**config.mk**
```make
export PLATFORM = sky130hd
export DESIGN_NAME = lc3b_ctrl_seq_flat
export DESIGN_NICKNAME = d
export VERILOG_FILES = /design/src/rtl/lc3b_pkg.sv /design/src/rtl/lc3b_ctrl_seq_if.sv /design/src/rtl/lc3b_wait_timer.sv /design/src/rtl/lc3b_ctrl_seq.sv /design/src/flat_wrapper.sv
export SDC_FILE = /design/constraint.sdc
export NUM_CORES = 1
export LEC_CHECK = 0
export BUFFER_PORTS_ARGS = -buffer_cell sky130_fd_sc_hd__buf_2
export CAP_MARGIN = 30
export CELL_PAD_IN_SITES_DETAIL_PLACEMENT = 2
export CELL_PAD_IN_SITES_GLOBAL_PLACEMENT = 2
export CORE_MARGIN = 2
export CORE_UTILIZATION = 29
export CTS_BUF_LIST = sky130_fd_sc_hd__clkbuf_2 sky130_fd_sc_hd__clkbuf_4 sky130_fd_sc_hd__clkbuf_8
export DETAILED_ROUTE_END_ITERATION = 6
export PLACE_DENSITY = 0.77
export SETUP_SLACK_MARGIN = 0.5
export SLEW_MARGIN = 20
export SYNTH_ARGS = -nofsm -noshare
export SYNTH_HDL_FRONTEND = slang
export SYNTH_SLANG_ARGS = --single-unit
```
**constraint.sdc**
```tcl
create_clock -name clk_50 -period 2.1 [get_ports clk_50]
set_input_delay 0.315 -clock clk_50 [delete_from_list [all_inputs] [get_ports clk_50]]
set_output_delay 0.315 -clock clk_50 [all_outputs]
set_load 0.1 [all_outputs]
```
**src/rtl/lc3b_pkg.sv**
```systemverilog
// Shared LC-3b control definitions: opcodes, sequencer states, bus/mux
// select encodings and the per-state control word decode.
package lc3b_pkg;

   localparam int unsigned STATE_W = 5;
   localparam int unsigned OPC_W   = 4;

   localparam logic [OPC_W-1:0] OP_BR  = 4'b0000;
   localparam logic [OPC_W-1:0] OP_ADD = 4'b0001;
   localparam logic [OPC_W-1:0] OP_JSR = 4'b0100;
   localparam logic [OPC_W-1:0] OP_AND = 4'b0101;
   localparam logic [OPC_W-1:0] OP_LDW = 4'b0110;
   localparam logic [OPC_W-1:0] OP_STW = 4'b0111;
   localparam logic [OPC_W-1:0] OP_XOR = 4'b1001;
   localparam logic [OPC_W-1:0] OP_JMP = 4'b1100;
   localparam logic [OPC_W-1:0] OP_LEA = 4'b1110;

   typedef enum logic [STATE_W-1:0] {
      S_RST      = 5'd0,
      S_FETCH_A  = 5'd1,
      S_FETCH_B  = 5'd2,
      S_FETCH_C  = 5'd3,
      S_DECODE   = 5'd4,
      S_ALU_EX   = 5'd5,
      S_BR_EX    = 5'd6,
      S_JMP_EX   = 5'd7,
      S_JSR_A    = 5'd8,
      S_JSR_B    = 5'd9,
      S_LEA_EX   = 5'd10,
      S_MEM_ADDR = 5'd11,
      S_LD_RD    = 5'd12,
      S_LD_WB    = 5'd13,
      S_ST_MDR   = 5'd14,
      S_ST_WR    = 5'd15,
      S_ILLEGAL  = 5'd16,
      S_ERR      = 5'd17
   } state_t;

   typedef enum logic [2:0] {
      GATE_NONE   = 3'd0,
      GATE_PC     = 3'd1,
      GATE_ALU    = 3'd2,
      GATE_MDR    = 3'd3,
      GATE_MARMUX = 3'd4,
      GATE_SR1    = 3'd5
   } gate_sel_t;

   typedef enum logic [1:0] {
      PC_INC  = 2'd0,
      PC_BUS  = 2'd1,
      PC_ADDR = 2'd2
   } pc_sel_t;

   typedef enum logic [1:0] {
      A2_ZERO   = 2'd0,
      A2_SEXT6  = 2'd1,
      A2_SEXT9  = 2'd2,
      A2_SEXT11 = 2'd3
   } addr2_sel_t;

   typedef enum logic [1:0] {
      ALU_ADD    = 2'd0,
      ALU_AND    = 2'd1,
      ALU_XOR    = 2'd2,
      ALU_PASS_A = 2'd3
   } alu_op_t;

   typedef struct packed {
      logic       mem_en;
      logic       mem_we;
      logic       ld_mar;
      logic       ld_mdr;
      logic       ld_ir;
      logic       ld_pc;
      logic       ld_reg;
      logic       ld_cc;
      gate_sel_t  gate_sel;
      pc_sel_t    pc_sel;
      logic       addr1_sel;
      addr2_sel_t addr2_sel;
      alu_op_t    alu_op;
      logic       alu_imm;
      logic       dr_sel;
      logic       illegal;
      logic       bus_err;
   } ctrl_t;

   // Control word asserted while the sequencer sits in state s.
   function automatic ctrl_t ctrl_for(state_t s, logic [OPC_W-1:0] op,
                                      logic ir11, logic ir5, logic ben);
      ctrl_t c;
      c = '0;
      case (s)
         S_FETCH_A: begin
            c.gate_sel = GATE_PC;
            c.ld_mar   = 1'b1;
            c.ld_pc    = 1'b1;
            c.pc_sel   = PC_INC;
         end
         S_FETCH_B, S_LD_RD: begin
            c.mem_en = 1'b1;
            c.ld_mdr = 1'b1;
         end
         S_FETCH_C: begin
            c.gate_sel = GATE_MDR;
            c.ld_ir    = 1'b1;
         end
         S_ALU_EX: begin
            c.gate_sel = GATE_ALU;
            c.ld_reg   = 1'b1;
            c.ld_cc    = 1'b1;
            c.alu_imm  = ir5;
            case (op)
               OP_AND:  c.alu_op = ALU_AND;
               OP_XOR:  c.alu_op = ALU_XOR;
               default: c.alu_op = ALU_ADD;
            endcase
         end
         S_BR_EX: begin
            if (ben) begin
               c.addr1_sel = 1'b0;
               c.addr2_sel = A2_SEXT9;
               c.pc_sel    = PC_ADDR;
               c.ld_pc     = 1'b1;
            end
         end
         S_JMP_EX: begin
            c.gate_sel = GATE_SR1;
            c.pc_sel   = PC_BUS;
            c.ld_pc    = 1'b1;
         end
         S_JSR_A: begin
            c.gate_sel = GATE_PC;
            c.dr_sel   = 1'b1;
            c.ld_reg   = 1'b1;
         end
         S_JSR_B: begin
            if (ir11) begin
               c.addr2_sel = A2_SEXT11;
               c.pc_sel    = PC_ADDR;
            end else begin
               c.gate_sel = GATE_SR1;
               c.pc_sel   = PC_BUS;
            end
            c.ld_pc = 1'b1;
         end
         S_LEA_EX: begin
            c.addr2_sel = A2_SEXT9;
            c.gate_sel  = GATE_MARMUX;
            c.ld_reg    = 1'b1;
         end
         S_MEM_ADDR: begin
            c.addr1_sel = 1'b1;
            c.addr2_sel = A2_SEXT6;
            c.gate_sel  = GATE_MARMUX;
            c.ld_mar    = 1'b1;
         end
         S_LD_WB: begin
            c.gate_sel = GATE_MDR;
            c.ld_reg   = 1'b1;
            c.ld_cc    = 1'b1;
         end
         S_ST_MDR: begin
            c.gate_sel = GATE_SR1;
            c.ld_mdr   = 1'b1;
         end
         S_ST_WR: begin
            c.mem_en = 1'b1;
            c.mem_we = 1'b1;
         end
         S_ILLEGAL: c.illegal = 1'b1;
         S_ERR:     c.bus_err = 1'b1;
         default: ;
      endcase
      return c;
   endfunction

endpackage

```
**src/rtl/lc3b_ctrl_seq_if.sv**
```systemverilog
// Memory handshake between the control sequencer and the memory port.
//   mem_en    : access request (sequencer -> memory)
//   mem_we    : 1 = write, 0 = read, valid with mem_en
//   mem_ready : access completes this cycle (memory -> sequencer)
interface lc3b_ctrl_seq_if;
   logic mem_en;
   logic mem_we;
   logic mem_ready;

   modport master (output mem_en, output mem_we, input mem_ready);
   modport slave  (input mem_en, input mem_we, output mem_ready);
endinterface

```
**src/rtl/lc3b_wait_timer.sv**
```systemverilog
// Memory wait-state watchdog.
//   clk_50, rst_n : clock, async active-low reset
//   clr           : hold count at zero (sequencer outside a wait state)
//   en            : a wait cycle with mem_ready low
//   expired_c     : this not-ready cycle is the WAIT_LIMIT-th in a row
module lc3b_wait_timer #(
   parameter int unsigned WAIT_LIMIT = 15,
   parameter int unsigned WAIT_W     = 4
) (
   input  logic clk_50,
   input  logic rst_n,
   input  logic clr,
   input  logic en,
   output logic expired_c
);

   logic [WAIT_W-1:0] cnt_q;

   // Counts not-ready cycles already spent in the current wait state.
   always_ff @(posedge clk_50 or negedge rst_n) begin
      if (!rst_n) begin
         cnt_q <= '0;
      end else if (clr) begin
         cnt_q <= '0;
      end else if (en) begin
         cnt_q <= cnt_q + WAIT_W'(1);
      end
   end

   assign expired_c = en && (cnt_q == WAIT_W'(WAIT_LIMIT - 1));

endmodule

```
**src/rtl/lc3b_ctrl_seq.sv**
```systemverilog
// LC-3b multi-cycle control sequencer (Moore). Fetches, decodes and executes
// BR/ADD/AND/XOR/JMP/JSR(R)/LDW/STW/LEA, with a watchdog on memory waits.
//   clk_50, rst_n       : clock, async active-low reset
//   ir, cc              : instruction register, condition codes {n,z,p}
//   mem                 : memory handshake (mem_en/mem_we out, mem_ready in)
//   ld_*                : register load enables
//   gate_sel, pc_sel,
//   addr1_sel, addr2_sel,
//   alu_op, alu_imm,
//   dr_sel              : datapath steering
//   illegal, bus_err    : one-cycle fault pulses
//   state               : current state (debug)
module lc3b_ctrl_seq
   import lc3b_pkg::*;
#(
   parameter int unsigned WAIT_LIMIT = 15,
   parameter int unsigned WAIT_W     = 4
) (
   input  logic                 clk_50,
   input  logic                 rst_n,
   input  logic [15:0]          ir,
   input  logic [2:0]           cc,
   lc3b_ctrl_seq_if.master      mem,
   output logic                 ld_mar,
   output logic                 ld_mdr,
   output logic                 ld_ir,
   output logic                 ld_pc,
   output logic                 ld_reg,
   output logic                 ld_cc,
   output logic [2:0]           gate_sel,
   output logic [1:0]           pc_sel,
   output logic                 addr1_sel,
   output logic [1:0]           addr2_sel,
   output logic [1:0]           alu_op,
   output logic                 alu_imm,
   output logic                 dr_sel,
   output logic                 illegal,
   output logic                 bus_err,
   output logic [STATE_W-1:0]   state
);

   state_t            state_q;
   state_t            state_d;
   ctrl_t             ctrl_q;
   ctrl_t             ctrl_d;
   logic [OPC_W-1:0]  op;
   logic              ben_c;
   logic              in_wait_c;
   logic              expired_c;
   logic              unused_ir;

   assign op        = ir[15:12];
   assign ben_c     = |(ir[11:9] & cc);
   assign in_wait_c = (state_q == S_FETCH_B) || (state_q == S_LD_RD) ||
                      (state_q == S_ST_WR);
   assign unused_ir = ^{ir[8:6], ir[4:0]};

   lc3b_wait_timer #(
      .WAIT_LIMIT (WAIT_LIMIT),
      .WAIT_W     (WAIT_W)
   ) u_wait_timer (
      .clk_50    (clk_50),
      .rst_n     (rst_n),
      .clr       (!in_wait_c),
      .en        (in_wait_c && !mem.mem_ready),
      .expired_c (expired_c)
   );

   // Next state; mem_ready wins over an expiring watchdog in the same cycle.
   always_comb begin
      state_d = state_q;
      case (state_q)
         S_RST:     state_d = S_FETCH_A;
         S_FETCH_A: state_d = S_FETCH_B;
         S_FETCH_B: begin
            if (mem.mem_ready)  state_d = S_FETCH_C;
            else if (expired_c) state_d = S_ERR;
         end
         S_FETCH_C: state_d = S_DECODE;
         S_DECODE: begin
            case (op)
               OP_ADD, OP_AND, OP_XOR: state_d = S_ALU_EX;
               OP_BR:                  state_d = S_BR_EX;
               OP_JMP:                 state_d = S_JMP_EX;
               OP_JSR:                 state_d = S_JSR_A;
               OP_LDW, OP_STW:         state_d = S_MEM_ADDR;
               OP_LEA:                 state_d = S_LEA_EX;
               default:                state_d = S_ILLEGAL;
            endcase
         end
         S_JSR_A:    state_d = S_JSR_B;
         S_MEM_ADDR: state_d = (op == OP_LDW) ? S_LD_RD : S_ST_MDR;
         S_LD_RD: begin
            if (mem.mem_ready)  state_d = S_LD_WB;
            else if (expired_c) state_d = S_ERR;
         end
         S_ST_MDR: state_d = S_ST_WR;
         S_ST_WR: begin
            if (mem.mem_ready)  state_d = S_FETCH_A;
            else if (expired_c) state_d = S_ERR;
         end
         S_ALU_EX, S_BR_EX, S_JMP_EX, S_JSR_B, S_LEA_EX, S_LD_WB,
         S_ILLEGAL, S_ERR:  state_d = S_FETCH_A;
         default:           state_d = S_RST;
      endcase
   end

   // Control word is decoded for the state being entered so it lands
   // registered in the same cycle as that state.
   always_comb begin
      ctrl_d = ctrl_for(state_d, op, ir[11], ir[5], ben_c);
   end

   always_ff @(posedge clk_50 or negedge rst_n) begin
      if (!rst_n) begin
         state_q <= S_RST;
         ctrl_q  <= '0;
      end else begin
         state_q <= state_d;
         ctrl_q  <= ctrl_d;
      end
   end

   assign mem.mem_en = ctrl_q.mem_en;
   assign mem.mem_we = ctrl_q.mem_we;
   assign ld_mar     = ctrl_q.ld_mar;
   assign ld_mdr     = ctrl_q.ld_mdr;
   assign ld_ir      = ctrl_q.ld_ir;
   assign ld_pc      = ctrl_q.ld_pc;
   assign ld_reg     = ctrl_q.ld_reg;
   assign ld_cc      = ctrl_q.ld_cc;
   assign gate_sel   = ctrl_q.gate_sel;
   assign pc_sel     = ctrl_q.pc_sel;
   assign addr1_sel  = ctrl_q.addr1_sel;
   assign addr2_sel  = ctrl_q.addr2_sel;
   assign alu_op     = ctrl_q.alu_op;
   assign alu_imm    = ctrl_q.alu_imm;
   assign dr_sel     = ctrl_q.dr_sel;
   assign illegal    = ctrl_q.illegal;
   assign bus_err    = ctrl_q.bus_err;
   assign state      = state_q;

endmodule

```
**src/flat_wrapper.sv**
```systemverilog
// flat-port wrapper written by rule: the top's interface ports become plain ports
module lc3b_ctrl_seq_flat import lc3b_pkg::*;
#(
   parameter int unsigned WAIT_LIMIT = 15,
   parameter int unsigned WAIT_W     = 4
)
  (clk_50, rst_n, ir, cc, ld_mar, ld_mdr, ld_ir, ld_pc, ld_reg, ld_cc, gate_sel, pc_sel, addr1_sel, addr2_sel, alu_op, alu_imm, dr_sel, illegal, bus_err, state, mem_mem_en, mem_mem_we, mem_mem_ready);
  lc3b_ctrl_seq_if mem_i ();
  input  logic clk_50;
  input  logic rst_n;
  input  logic [15:0] ir;
  input  logic [2:0] cc;
  output logic ld_mar;
  output logic ld_mdr;
  output logic ld_ir;
  output logic ld_pc;
  output logic ld_reg;
  output logic ld_cc;
  output logic [2:0] gate_sel;
  output logic [1:0] pc_sel;
  output logic addr1_sel;
  output logic [1:0] addr2_sel;
  output logic [1:0] alu_op;
  output logic alu_imm;
  output logic dr_sel;
  output logic illegal;
  output logic bus_err;
  output logic [STATE_W-1:0] state;
  output wire logic [$bits(mem_i.mem_en)-1:0] mem_mem_en;
  output wire logic [$bits(mem_i.mem_we)-1:0] mem_mem_we;
  input wire logic [$bits(mem_i.mem_ready)-1:0] mem_mem_ready;
  assign mem_mem_en = mem_i.mem_en;
  assign mem_mem_we = mem_i.mem_we;
  assign mem_i.mem_ready = mem_mem_ready;
  lc3b_ctrl_seq #(.WAIT_LIMIT(WAIT_LIMIT), .WAIT_W(WAIT_W)) u_core (.clk_50(clk_50), .rst_n(rst_n), .ir(ir), .cc(cc), .mem(mem_i), .ld_mar(ld_mar), .ld_mdr(ld_mdr), .ld_ir(ld_ir), .ld_pc(ld_pc), .ld_reg(ld_reg), .ld_cc(ld_cc), .gate_sel(gate_sel), .pc_sel(pc_sel), .addr1_sel(addr1_sel), .addr2_sel(addr2_sel), .alu_op(alu_op), .alu_imm(alu_imm), .dr_sel(dr_sel), .illegal(illegal), .bus_err(bus_err), .state(state));
endmodule
```
Word level (Yosys, flattened, before mapping):

Memories as Yosys holds them, arrays and structs flattened.
Cells that the tools add are included.

* register bits: 31
* ROM bits: 80
* memories: 1

Memories
* (no name shown): depth 16, bits a word 5, rd ports 1, clocked after memory_dff 0, wr ports 0, RTL line lc3b_ctrl_seq.sv:81 `case (op)`

* $add $sub $neg: 1
* equal/unequal tests: 38
* multiplexer cells: 30
* bitwise gates (word level): 1
* reductions and logical operators: 18

Operators with widths (number)
* equality test 5 x 4 -> 1 bit, second input constant: 16
* case mux 5 bit (10 select lines): 1
* equality test 5 x 3 -> 1 bit, second input constant: 7
* two-way mux 5 bit: 5
* equality test 5 x 2 -> 1 bit, second input constant: 4
* equality test 5 bit, second input constant: 4
* case mux 3 bit (6 select lines): 1
* OR reduction 2 bit: 6
* OR reduction 3 bit: 4
* two-way mux 1 bit: 11
* equality test 5 x 1 -> 1 bit, second input constant: 2
* OR reduction 9 bit: 1
* equality test 4 x 3 -> 1 bit, second input constant: 2
* equality test 4 bit, second input constant: 2
* two-way mux 4 bit: 2
* case mux 2 bit (4 select lines): 1
* two-way mux 2 bit: 3
* two-way mux 3 bit: 2
* case mux 2 bit (3 select lines): 1
* zero test 5 bit: 1
* adder 4 x 1 -> 4 bit, second input constant: 1
* case mux 1 bit (2 select lines): 2
* case mux 2 bit (2 select lines): 1
* OR reduction 4 bit: 1
* other kinds (5): 7

Depth between registers and ports, before layout:

Gate-level depths: netlist of the first run.

* depth in word-level cells: 11
* depth in mapped cells: 9
* mapped depth without buffers: 8

Modules after synthesis:

From an unflattened synthesis of the first run, not the netlist that was laid out.

* cell total of the unflattened synthesis: 173
* area, all modules: 1756.7 um^2

By module, submodules not included
* lc3b_ctrl_seq: times used 1, cells each 153, area an instance 1534.0 um^2
* lc3b_wait_timer: times used 1, cells each 20, area an instance 222.7 um^2

Worst setup path after synthesis of the first run:

OpenSTA, ideal clock, no wires.

* kind: reg-to-reg
* start point: register u_core.state_q[1], in the netlist u_core.state[1]
* end point: register u_core.ctrl_q, in the netlist u_core.gate_sel[2]
* arrival: 2.755 ns
* required time: 1.968 ns
* path slack: -0.786 ns
* stages on the path, launching flop included: 9
* buffers on the path: 1
* clock period less this slack: 2.886 ns
* cells stage by stage: dfrtp_1 buf_6 and2b_2 a32oi_2 or2_4 a2111oi_4 inv_2 nand2_1 or3b_1

RTL lines
* from (decl): RTL line lc3b_ctrl_seq.sv:42 `state_t state_q;`
* from (signal assigned): RTL line lc3b_ctrl_seq.sv:119 `state_q <= state_d;`
* to (signal assigned): RTL line lc3b_ctrl_seq.sv:120 `ctrl_q <= ctrl_d;`
* to (decl): RTL line lc3b_ctrl_seq.sv:44 `ctrl_t ctrl_q;`

==> summary.txt, run 1 <==
Clock Latency Late Sink: 0.31 ns
Dpl hpwl: 4.659 mm
Top Ports: 49
# Max-Cap Violations: 0
Row cnt: 27
Max H-tree Level: 2
CP Class: reg -> reg
Pin count of the biggest net entering global routing: 32
Status: complete, but fails checks
RSZ-0062 raised after global routing: yes
Clock-pin slew on the worst setup and hold paths: 0.08 ns
Setup Skew: 0.01639 ns
Final setup vio count: 18
Seq/Total Area, Yosys: 46.79%
Total track usage: 26.33%
Post-synth top cells: dfrtp_1 (31), nor2_1 (22), o21ai_0 (8)
Grt met1 use: 32.52%
Antenna violations before repair: 0
Required time of the critical path: 2.32 ns
Slowest cell on crit path: dfrtp_4
Failing checks: negative setup slack
Ys flop type: dfrtp_1
Clock root buffer: clkbuf_8
Worst-path cell chain: buf_4, nor2_2, nand3_4, buf_4, o21bai_1, and2_4, o32ai_2, buf_4, nand4bb_1
Die ar.: 6338 um^2
Gr ovfl total: 0
Worst setup margin: -0.3737 ns
Bufs on Longest Clock Path: 2
TritonCTS clock tree: yes
Worst-path fanout max: 6
DRT Wirelength: 8.723 mm
Synth cell types: 53
TritonCTS buffer count: 5
VDD IR-drop max: 707.4 uV
Chip Width: 79.61 um
Largest delay contributor family on the critical path: simple AND/OR/NAND/NOR gates
Number of fillers in the final layout: 565
GRT met3 Usage: 4.638%
Core area: 5507 um^2
GR Util met2: 46.30%
Synth area leader: dfrtp_1
Post-Layout Cell Count: 339
Via count: 1821
HP Class: in -> async
Share of layout cells above drive strength 1: 57.68%
Pre-Repair DR Iteration Count: 4
Number of global-route vias before repair: 1985
Critical Path Sink Type: flip-flop
# port buffers: 40
Final Max Tran Viols: 0
Layout overhead on the synthesized area: 66.79%
Antenna Nets Post-Route: 0
Cells after Synth: 165
Yosys top cell area share: 46.79%
Warnings from Yosys: 0
Die Y: 79.61 um
Fraction of registers with async set/reset: 100.0%
Critical Path Start Type: flip-flop
Crit path DAT: 2.69 ns
Count leader, synth: dfrtp_1
Vias per cell: 5.372
Mean post-synth cell area: 10.05 um^2
Wire length per cell: 25.73 um
Number of synthesized flops with an enable pin: 0
Final net count: 290
Busiest layer in global routing: met2
CP dominant cell by count: buf_4
Synth Cell Area: 1658 um^2
Register area: 792.0 um^2
CP max stage delay: 0.54 ns
Largest register FFs: 5
Starting DRC count in detailed routing: 87
Worst rel slew slack: 50.21%
Sink Count: 31
CTS Hold Bufs: 0
PwrDens: 1795 nW/um^2
FF+latch count, synth: 31
Slew @ Worst Pin: 0.7468 ns
Final period util: 117.8%
Gp weighted congestion: 0.7816
Antenna Cells: 0
Dpl cells: 317
Total Power: 4.964 mW
# DRC: 0
Fmax: 404.3 MHz
Leak: 1.357 nW
Area occupied by multi-input gates: 1030 um^2
First-pass GRT wire length: 11.90 mm
Final hold vios: 0
Syn nets: 189
Worst Path Buf+Inv: 3
Initial Util: 30.11%
Synth area leaders: dfrtp_1 (47%), nor2_1 (5.0%), o21ai_0 (2.4%), xnor2_1 (2.1%), nor2b_1 (1.9%)
Minimum clock period: 2.474 ns
-- final cells by class --
type | count | area share, %
timing repair buffer | 102 | 25.61
clock buffer | 6 | 2.986
inverter | 6 | 0.9955
sequential | 31 | 28.64
multi-input combinational | 120 | 37.24
tap | 72 | 3.258
clock inverter | 2 | 1.267
-- cell usage in the layout (no fill, tap or decap), types with 4 or more instances in the layout --
cell type,count
buf_4,59
nand2_1,4
nor2b_1,4
a21oi_1,5
buf_6,8
dfrtp_1,26
nor3_1,4
dfrtp_4,4
clkbuf_8,6
nor2_1,17
buf_2,35
-- worst reg2reg max path, delay by kind of cell (launching register included) --
| kind | cells | cell delay, ns |
|---|---|---|
| buf+inv | 3 | 0.56 |
| compound gates | 2 | 0.57 |
| flops | 1 | 0.54 |
| simple gates | 4 | 0.72 |
-- per-stage QoR --
stage	instance area, um^2	setup TNS (ns)	worst slack [ns]	utilization [%]	hold WS (ns)
2_1_floorplan	1724	-3.404	-0.4047	-	0.01941
3_3_place_gp	2325	-1.007	-0.1404	42.22	0.4139
3_5_place_dp	2325	-2.996	-0.2787	42.22	0.4178
4_1_cts	2639	-2.433	-0.2577	47.92	0.1058
5_1_grt	2765	-5.401	-0.4261	50.22	0.1260
6_report	2765	-4.262	-0.3737	50.22	0.06708
-- power by group --
| group | leakage, nW | internal [mW] | switching (mW) |
|---|---|---|---|
| clock network | 0.0612 | 0.384 | 0.272 |
| logic | 0.882 | 1.21 | 2.21 |
| registers | 0.414 | 0.754 | 0.139 |
-- cell families (layout without fill, tap and decap cells) --
group | after synthesis | in the layout | synth area share, %
XOR/XNOR | 6 | 6 | 3.170
adder cells (fa/ha/maj) | 2 | 2 | 1.509
flip-flops | 31 | 31 | 46.79
buffers and inverters | 14 | 116 | 4.000
AND/OR/NAND/NOR | 72 | 72 | 24.76
AO/OA/AOI/OAI | 36 | 36 | 17.21
multiplexers | 4 | 4 | 2.566
-- per-layer routing --
| metal | share of wire (%) | up-vias |
|---|---|---|
| met3 | 5.3 | 20 |
| met4 | 3.5 | 0 |
| met5 | 0 | - |
| met2 | 52 | 71 |
| met1 | 39 | 933 |
| li1 | - | 797 |
-- path summary, 6_finish.rpt --
path	start	end	slack, ns	cells past startpoint
max	u_core.state[0]$_DFF_PN0_	u_core.gate_sel[0]$_DFF_PN0_	-0.37	9
min	rst_n	u_core.state[0]$_DFF_PN0_	0.07	1
max reg2reg	u_core.state[0]$_DFF_PN0_	u_core.gate_sel[0]$_DFF_PN0_	-0.37	9
min reg2reg	u_core.u_wait_timer.cnt_q[2]$_DFFE_PN0P_	u_core.u_wait_timer.cnt_q[2]$_DFFE_PN0P_	0.67	2
max in group asynchronous	rst_n	u_core.state[2]$_DFF_PN0_	1.47	1
min in group clk_50	ir[5]	u_core.alu_imm$_DFF_PN0_	0.22	3
-- what timing repair did --
action | 4_1_cts | 5_1_grt
pin swaps | 6 | 4
endpoints found under the setup margin | 29 | 25
buffers inserted | 8 | 6
resized for setup | 36 | 17
Power figures use the tool's default switching activity.
==> run 2, diff against run 1 <==
--- a/config.mk
+++ b/config.mk
@@ -8,5 +8,5 @@
 export BUFFER_PORTS_ARGS = -buffer_cell sky130_fd_sc_hd__buf_2
 export CAP_MARGIN = 30
-export CELL_PAD_IN_SITES_DETAIL_PLACEMENT = 2
+export CELL_PAD_IN_SITES_DETAIL_PLACEMENT = 1
 export CELL_PAD_IN_SITES_GLOBAL_PLACEMENT = 2
 export CORE_MARGIN = 2
==> constraint.sdc (replaced) <==
create_clock -name clk_50 -period 2.1 [get_ports clk_50]
set_input_delay 0.315 -clock clk_50 [delete_from_list [all_inputs] [get_ports clk_50]]
set_output_delay 0.315 -clock clk_50 [all_outputs]
set_load 0.05 [all_outputs]
==> run 2 against run 1 <==
  * The flow still finishes with violations (negative setup slack)
  * Clock power down 5.5%
  * Critical path type unchanged
  * Worst hold slack better by 0.018 ns
  * Highest routed layer unchanged
  * Clock skew down 0.012 ns
  * Critical endpoint is now u_core.gate_sel[2]$_DFF_PN0_
  * Sequential power down 6.5%
  * Count of clock-buffer cells in the layout unchanged
  * Sequential cell count unchanged
  * Setup slack better by 0.10 ns
  * Sequential share of layout area down 0.86 points
==> summary.txt, run 2 (same netlist as run 1, synthesis figures left out) <==
Status: complete, but fails checks (unchanged)
Failing checks: negative setup slack (unchanged)
Critical Path Start Type: flip-flop (unchanged)
Core area: 5507 um^2 (unchanged)
# Max-Cap Violations: 0 (unchanged)
Bufs on Longest Clock Path: 2 (unchanged)
VDD IR-drop max: 807.0 uV (was 707.4 uV)
Total Power: 4.300 mW (was 4.964 mW)
Final period util: 112.9% (was 117.8%)
TritonCTS clock tree: yes (unchanged)
HP Class: in -> async (unchanged)
Routed wl met2: 3.210 mm (was 4.567 mm)
Met1 WL: 2.698 mm (was 3.389 mm)
Slew @ Worst Pin: 0.7334 ns (was 0.7468 ns)
Antenna Nets Post-Route: 0 (unchanged)
Final setup vio count: 18 (unchanged)
Clock Latency Late Sink: 0.29 ns (was 0.31 ns)
Starting DRC count in detailed routing: 82 (was 87)
Post-Layout Cell Count: 353 (was 339)
Critical Path Sink Type: flip-flop (unchanged)
Antenna Cells: 0 (unchanged)
# DRC: 0 (unchanged)
TritonCTS buffer count: 5 (unchanged)
Fmax: 421.7 MHz (was 404.3 MHz)
Dpl hpwl: 3.748 mm (was 4.659 mm)
Most common cell after layout, fill and taps aside: buf_4 (unchanged)
Worst-path fanout max: 5 (was 6)
Worst setup margin: -0.2713 ns (was -0.3737 ns)
Gp weighted congestion: 0.7725 (was 0.7816)
Die ar.: 6338 um^2 (unchanged)
Final net count: 304 (was 290)
Max H-tree Level: 2 (unchanged)
Wire length per cell: 17.63 um (was 25.73 um)
Final hold vios: 0 (unchanged)
First-pass GRT wire length: 8.749 mm (was 11.90 mm)
Gr ovfl total: 0 (unchanged)
Fin Setup TNS: -2.597 ns (was -4.262 ns)
Vias per cell: 4.935 (was 5.372)
Worst rel slew slack: 51.11% (was 50.21%)
Initial Util: 30.11% (unchanged)
Clock root buffer: clkbuf_8 (unchanged)
Reg2reg start: u_core.state[0]$_DFF_PN0_ (unchanged)
Dpl cells: 323 (was 317)
Required time of the critical path: 2.26 ns (was 2.32 ns)
Pre-Repair DR Iteration Count: 4 (unchanged)
R2r endpoint: u_core.gate_sel[2]$_DFF_PN0_ (was u_core.gate_sel[0]$_DFF_PN0_)
RSZ-0062 raised after global routing: yes (unchanged)
Layout overhead on the synthesized area: 69.81% (was 66.79%)
Share of layout cells above drive strength 1: 58.72% (was 57.68%)
Pin count of the biggest net entering global routing: 32 (unchanged)
Top Ports: 49 (unchanged)
Total track usage: 17.98% (was 26.33%)
Die Y: 79.61 um (unchanged)
Final Max Tran Viols: 0 (unchanged)
Via count: 1742 (was 1821)
# port buffers: 40 (unchanged)
Sink Count: 31 (unchanged)
DRT Wirelength: 6.224 mm (was 8.723 mm)
Reg-to-reg slack, setup: -0.27 ns (was -0.37 ns)
Highest metal used: met4 (unchanged)
Leak: 1.423 nW (was 1.357 nW)
Number of global-route vias before repair: 1764 (was 1985)
Antenna violations before repair: 0 (unchanged)
Minimum clock period: 2.371 ns (was 2.474 ns)
Routed wl met3: 203 um (was 462 um)
PwrDens: 1528 nW/um^2 (was 1795 nW/um^2)
Most frequent cells in the layout: buf_4 (67), buf_2 (40), dfrtp_1 (26), nor2_1 (16), buf_6 (9) (was buf_4 (59), buf_2 (35), dfrtp_1 (26), nor2_1 (17), buf_6 (8))
Setup slack at placement: -0.2380 ns (was -0.2787 ns)
Setup Skew: 0.004465 ns (was 0.01639 ns)
Reg2Reg Depth: 7 (was 9)
Clock-pin slew on the worst setup and hold paths: 0.07 ns (was 0.08 ns)
CP Class: reg -> reg (unchanged)
Crit path DAT: 2.53 ns (was 2.69 ns)
Row cnt: 27 (unchanged)
Post-layout util: 51.12% (was 50.22%)
Largest register FFs: 5 (unchanged)
Chip Width: 79.61 um (unchanged)
[run 2: cell types whose count changed in the layout (fill, tap and decap cells not counted), moves of 2 or more]
cell,before,now
nor2_2,2,4
a311oi_1,0,2
buf_4,59,67
buf_2,35,40
dfrtp_2,1,5
dfrtp_4,4,0
a311oi_2,2,0
[run 2: report_power, final]
| group | total, mW | switching [mW] | internal [mW] |
|---|---|---|---|
| combinational | 2.85 | 1.55 | 1.29 |
| sequential | 0.834 | 0.0944 | 0.740 |
| clock | 0.620 | 0.236 | 0.384 |
[run 2: metal layers]
| metal | global-route usage (%) | vias up |
|---|---|---|
| met3 | 3.959 | 8 |
| met4 | 4.655 | 0 |
| met5 | 0 | - |
| met2 | 31.68 | 38 |
| met1 | 22.10 | 874 |
| li1 | - | 822 |
[run 2: through the flow]
stage	hold WS [ns]	cell area, um^2
2_1_floorplan	0.01941	1693
3_3_place_gp	0.4040	2345
3_5_place_dp	0.4164	2345
4_1_cts	0.1060	2616
5_1_grt	0.1470	2815
6_report	0.08542	2815
[run 2: how the worst max path moves through the flow]
stage / slack [ns] / cells after the start / startpoint / endpoint
5_1_grt: -0.32 / 7 / u_core.state[0]$_DFF_PN0_ / u_core.gate_sel[2]$_DFF_PN0_
4_1_cts: -0.17 / 7 / u_core.state[0]$_DFF_PN0_ / u_core.gate_sel[2]$_DFF_PN0_
3_3_place_gp: -0.18 / 9 / u_core.state[1]$_DFF_PN0_ / u_core.gate_sel[0]$_DFF_PN0_
6_report: -0.27 / 7 / u_core.state[0]$_DFF_PN0_ / u_core.gate_sel[2]$_DFF_PN0_
3_5_place_dp: -0.24 / 7 / u_core.state[0]$_DFF_PN0_ / u_core.ld_pc$_DFF_PN0_
2_1_floorplan: -0.36 / 8 / u_core.state[1]$_DFF_PN0_ / u_core.gate_sel[2]$_DFF_PN0_
[run 2: worst max-delay path: stages (launching register included)]
cell       delay (ns)
dfrtp_2          0.45
and2b_2          0.27
a32oi_4          0.12
or2_4            0.26
a2111oi_4        0.49
buf_4            0.19
o32ai_2          0.09
or3b_1           0.38
[run 2: timing repair]
item | in CTS | in global routing
pin swaps | 11 | 12
hold buffers | 0 | 0
endpoints found under the setup margin | 24 | 24
gates cloned | 0 | 0
buffers inserted | 7 | 15
gates resized for setup | 25 | 22
[run 2: cell type report]
cell class | instances | area (um^2)
Fill cell | 623 | 2691
Clock buffer | 6 | 82.58
Timing Repair Buffer | 116 | 804.5
Tap cell | 72 | 90.09
Inverter | 6 | 25.02
Clock inverter | 2 | 35.03
Multi-Input combinational cell | 120 | 996.0
Sequential cell | 31 | 782.0
